File: src/rtl/start_token_srl_fifo.sv
`default_nettype none
// ============================================================================
// start_token_srl_fifo : shift-register FIFO for start tokens / narrow words,
//                        registered full/empty flags and occupancy count.
// Revision 1.0
// ============================================================================
module start_token_srl_fifo #(
    parameter int DATA_WIDTH = 1,
    parameter int ADDR_WIDTH = 1,
    parameter int DEPTH      = 2
) (
    input  logic                  ap_clk,
    input  logic                  ap_rst_n,
    input  logic [DATA_WIDTH-1:0] if_din,
    input  logic                  if_write_ce,
    input  logic                  if_write,
    output logic                  if_full_n,
    output logic [DATA_WIDTH-1:0] if_dout,
    input  logic                  if_read_ce,
    input  logic                  if_read,
    output logic                  if_empty_n,
    output logic [ADDR_WIDTH:0]   occupancy
);

    localparam logic [ADDR_WIDTH:0]   c_depth  = (ADDR_WIDTH+1)'(DEPTH);
    localparam logic [ADDR_WIDTH:0]   c_one    = {{ADDR_WIDTH{1'b0}}, 1'b1};
    localparam logic [ADDR_WIDTH-1:0] c_one_a  = {{(ADDR_WIDTH-1){1'b0}}, 1'b1};

    logic [DATA_WIDTH-1:0] r_mem [DEPTH];
    logic [ADDR_WIDTH:0]   r_occ;
    logic [ADDR_WIDTH:0]   w_occ_next;
    logic                  r_empty_n;
    logic                  r_full_n;
    logic                  w_push;
    logic                  w_pop;
    logic [ADDR_WIDTH-1:0] w_rd_addr;

    assign w_push = if_write & if_write_ce & r_full_n;
    assign w_pop  = if_read  & if_read_ce  & r_empty_n;

    always_comb begin
        w_occ_next = r_occ;
        if (w_push && !w_pop) begin
            w_occ_next = r_occ + c_one;
        end else if (w_pop && !w_push) begin
            w_occ_next = r_occ - c_one;
        end
    end

    // Flags are registered from the next count, so requests never reach them combinationally.
    always_ff @(posedge ap_clk or negedge ap_rst_n) begin
        if (!ap_rst_n) begin
            r_occ     <= '0;
            r_empty_n <= 1'b0;
            r_full_n  <= 1'b1;
        end else begin
            r_occ     <= w_occ_next;
            r_empty_n <= (w_occ_next != '0);
            r_full_n  <= (w_occ_next != c_depth);
        end
    end

    // Storage has no reset: after reset the count alone marks it as empty.
    always_ff @(posedge ap_clk) begin
        if (w_push) begin
            for (int i = DEPTH-1; i > 0; i--) begin
                r_mem[i] <= r_mem[i-1];
            end
            r_mem[0] <= if_din;
        end
    end

    // Oldest word sits at index count-1; the wrap at count==2^ADDR_WIDTH is intended.
    assign w_rd_addr = (r_occ == '0) ? '0 : (r_occ[ADDR_WIDTH-1:0] - c_one_a);

    assign if_dout    = r_mem[w_rd_addr];
    assign if_empty_n = r_empty_n;
    assign if_full_n  = r_full_n;
    assign occupancy  = r_occ;

endmodule
`default_nettype wire

File: config.mk
export PLATFORM = sky130hd
export DESIGN_NAME = start_token_srl_fifo
export DESIGN_NICKNAME = d
export VERILOG_FILES = /design/src/rtl/start_token_srl_fifo.sv
export SDC_FILE = /design/constraint.sdc
export NUM_CORES = 1
export LEC_CHECK = 0
export BUFFER_PORTS_ARGS = -buffer_cell sky130_fd_sc_hd__buf_2
export CAP_MARGIN = 40
export CORE_AREA = 2 2 39 41
export CTS_CLUSTER_DIAMETER = 50
export CTS_CLUSTER_SIZE = 28
export DETAILED_ROUTE_END_ITERATION = 10
export DIE_AREA = 0 0 41 43
export GPL_ROUTABILITY_DRIVEN = 0
export SLEW_MARGIN = 10
export SYNTH_ARGS = -nofsm -noshare
export SYNTH_HDL_FRONTEND = slang
export SYNTH_SLANG_ARGS = --single-unit
File: constraint.sdc
create_clock -name ap_clk -period 1.3 [get_ports ap_clk]
set_input_delay 0.26 -clock ap_clk [delete_from_list [all_inputs] [get_ports ap_clk]]
set_output_delay 0.26 -clock ap_clk [all_outputs]
set_load 0.05 [all_outputs]
==> Word-level counts from Yosys, hierarchy flattened <==
Memories as Yosys holds them, arrays and structs flattened.
Index checks and enable logic that the tools add are counted.
{ "op_classes": {"n_addsub": 3, "eq_ne": 1, "muxes": 5, "bitwise": 4, "reduce_logical": 6} }
{ "op_table": {"columns": ["op", "count"], "rows": [
  ["AND 1 bit", 4],
  ["2-to-1 mux 2 bit", 2],
  ["2-to-1 mux 1 bit", 3],
  ["adder 2 x 1 -> 2 bit (second input constant)", 1],
  ["logical AND 1 bit", 2],
  ["zero test 1 bit", 2],
  ["zero test 2 bit", 1],
  ["!= test 2 bit (second input constant)", 1],
  ["nonzero test 2 bit", 1],
  ["subtractor 2 x 1 -> 2 bit (second input constant)", 1],
  ["subtractor 1 bit (second input constant)", 1]
]} }
{ "word_totals": {"register_bits": 4, "ramBits": 2, "input_bits": 7, "output_inout_bits": 5, "word_cells": 23, "n_memories": 1} }
{ "memory_table": {"columns": ["name", "words", "word_bits", "rd", "rd_ports_with_merged_regs", "wr", "line_no", "rtl"], "rows": [
  ["r_mem", 2, 1, 2, 0, 2, "29", "logic [DATA_WIDTH-1:0] r_mem [DEPTH];"]
]} }

==> Longest topological paths before layout <==
{ "depth": {"word_depth": 7, "mapped_depth": 5} }

==> Worst setup path after synthesis <==
OpenSTA, ideal clock, no wires.
{ "synth_path": {"kind": "flip-flop to output port", "start": "reg r_occ[0], in the netlist occupancy[0]", "end": "out if_dout", "arrival_ns": 1.400, "slack_ns": -0.360, "path_stages_with_launch": 4, "path_buffers": 0, "cell_sequence": "dfrtp_1 inv_1 ha_1 mux2_2"} }
{ "synth_via": {"elab_chain_len": 3, "elab_cells_between_ends": 4, "classes_between": "add/sub (1); mux (1); reduce/logical (1); memory (1)"} }
{ "synth_lines": {"columns": ["item", "line_no", "rtl"], "rows": [
  ["from (decl)", "30", "logic [ADDR_WIDTH:0] r_occ;"],
  ["from (signal assigned)", "57", "r_occ <= w_occ_next;"],
  ["subtractor 1 bit / zero test 2 bit (equally long branches)", "74", "assign w_rd_addr = (r_occ == '0) ? '0 : (r_occ[ADDR_WIDTH-1:0] - c_one_a);"],
  ["2-to-1 mux 1 bit (*)", "74", null],
  ["memory (2 x 1 bit) (*)", null, null],
  ["to (decl)", "18", "output logic [DATA_WIDTH-1:0] if_dout,"]
]} }
Every way passes the cells marked *; elsewhere a longest branch is shown, timed or not.

==> Final worst setup path <==
Ends and elaborated chain as after synthesis.

==> results.json <==
{
  "die_w_um": 41,
  "hold_path_end": "r_mem[0]",
  "coreArea_um2": 1380,
  "hold_start": "if_din",
  "power.total_uw": 1340,
  "cts_max_level": 1,
  "avgSynthCellArea_um2": 11.4,
  "dp_hpwl_um": 531,
  "tritoncts": "yes",
  "status": "finished, violations left",
  "first_global_vias": 259,
  "start_util_pct": 23.0,
  "antenna_found_initial": 0,
  "vias": 293,
  "seqPwrFrac_pct": 23.5,
  "fin_crit_ns": 1.54,
  "setup_viol": 1,
  "clock-sinks": 6,
  "cp-end-kind": "output pin",
  "vias_per_cell": 4.51,
  "min-delay-path-class": "input port to register",
  "cts.clk_slew.worst_paths_ns": 0.04,
  "firstDrtPassIters": 4,
  "fin_setup_tns_ns": -0.244,
  "mostFrequentLayoutCell": "buf_2",
  "required_ns": 1.04,
  "p_leak_uw": 0.000216,
  "cts_root_buffer": "clkbuf_4",
  "hold_depth": 1,
  "drt_iter0_markers": 2,
  "slew_headroom_pct": 83.2,
  "design_area_um2": 510,
  "max_freq_mhz": 648,
  "hold_violations": 0,
  "syn_inst": 28,
  "ios": 12,
  "wl_um": 721,
  "nNetsFinal": 58,
  "violations": "negative setup slack",
  "fin_cells": 65,
  "insertion_delay_ns": 0.24,
  "grt_max_degree": 6,
  "clock_path_buffers": 2,
  "vdd_ir_drop_max_mv": 0.513,
  "pwr-share-comb_pct": 62.9,
  "worst_pin_slew_ns": 0.251,
  "rrSetupSlack_ns": 0.03,
  "synth.yosys.seq_area_share_pct": 50.8,
  "start_kind": "register",
  "grt_use_total_pct": 9.30,
  "die_y_um": 43,
  "grt.overflow.total": 0,
  "rsz0062_at_grt": "yes",
  "post-route-period-util_pct": 119,
  "worstSetupPathType": "register to output pin",
  "grt_pass1_wl_um": 972,
  "syn_nets": 36,
  "drv_cap": 0,
  "reg2reg_to": "occupancy[1]",
  "antenna_left": 0,
  "synth_warnings": 0,
  "final-max-slew-violation-count": 0,
  "dp_cells": 58,
  "tritoncts.num_buffers": 3,
  "drc": 0,
  "ys_types": 21,
  "setup_ws_ns": -0.244,
  "die-area_um2": 1760,
  "ys_ff_latch": 6,
  "power.density_nw_per_um2": 2630,
  "row_count": 14,
  "p_sw_uw": 587,
  "synth_area_um2": 318,
  "arrival_ns": 1.28,
  "crit_path_max_fanout": 2,
  "area_growth_pct": 60.6,
  "drive_above_1_share_pct": 67.3,
  "wl_per_cell_um": 11.1,
  "swShare_pct": 43.7,
  "final_cell_mix": "buf_2, buf_4, clkbuf_4",
  "n_antenna_cell": 0,
  "fin_worst_skew_ns": 0.00142,
  "portBuffers": 11,
  "ff2ff_path_depth": 4,
  "reg2reg_from": "if_full_n",
  "place_area_um2": 422,
  "clkPwrFrac_pct": 13.6,
  "p_int_uw": 757
}
[area by class of cell]
type / count / area [um^2]
Tap cell: 16 / 20.0
Timing Repair Buffer: 18 / 125
Inverter: 1 / 3.75
Sequential cell: 6 / 165
Clock buffer: 4 / 26.3
Fill cell: 147 / 873
Multi-Input combinational cell: 20 / 170
[what timing repair did]
| item | in CTS | in global routing |
|---|---|---|
| hold buffers | 1 | 0 |
| hold endpoints to repair | 4 | 0 |
| gates resized for setup | 5 | 6 |
| setup endpoints to repair | 5 | 4 |
| buffers inserted | 1 | 1 |
| pin swaps | 1 | 2 |
[worst max-delay path by stage]
stage	from	endpoint	slack, ns	cells past startpoint
3_5_place_dp	occupancy[0]	if_dout	-0.08	4
2_1_floorplan	if_full_n	occupancy[1]	-0.15	5
5_1_grt	occupancy[0]	if_dout	-0.29	4
3_3_place_gp	occupancy[0]	if_dout	-0.05	4
4_1_cts	occupancy[0]	if_dout	-0.26	4
6_report	occupancy[0]	if_dout	-0.24	4
[logic make-up after synthesis]
family          Yosys count  share of synthesized area (%)
simple gates             11                           22.1
mux                       1                           3.54
buf+inv                   2                           4.72
compound gates            6                           12.2
fa+ha+maj                 1                           3.94
xor+xnor                  1                           2.76
flops                     6                           50.8
[power by group through the flow]
stage,registers [uW],logic (uW),clock network [uW]
floorplan,525,289,0
global placement,304,687,0
detailed placement,308,698,0
CTS,312,771,193
global route,320,905,213
finish,315,845,183
[layer usage]
metal	vias to the layer above	GRT usage (%)	wire (um)
met3	2	3.14	58
li1	141	-	-
met4	0	12.0	12
met2	16	13.4	396
met1	134	8.22	254
met5	-	0	0
[stage by stage]
step	hold slack, ns	setup WS [ns]	utilization, %
finish	0.189	-0.244	36.9
floorplan	-0.0356	-0.146	-
global placement	0.0682	-0.0549	30.5
global route	0.181	-0.289	36.9
detailed placement	0.0676	-0.0800	30.5
CTS	0.181	-0.258	35.2
[state kept, by name, indices dropped and copies added (netlist names)]
| signal | cells |
|---|---|
| occupancy | 2 |
| if_empty_n | 1 |
| r_mem | 2 |
| if_full_n | 1 |
[worst max-delay path: stages (launching register included)]
cell     delay (ns)
dfrtp_2        0.40
inv_2          0.07
ha_4           0.12
mux2_4         0.30
buf_8          0.15
[synthesized netlist by cell type (all sizes together)]
cell type	n	share of area, %
nand3	1	1.6
buf	1	3.5
a31oi	1	2.0
edfxtp	2	19
and2	1	2.8
mux2	1	3.5
nand2	2	2.4
or2	1	2.0
nor2	4	9.4
o31ai	1	2.4
dfrtp	3	24
inv	1	1.2
o22ai	2	3.9
and3	1	2.0
nand2b	1	2.0
o211ai	1	2.4
xnor2	1	2.8
dfstp	1	8.3
a21oi	1	1.6
ha	1	3.9
(Power assumes the default switching activity.)
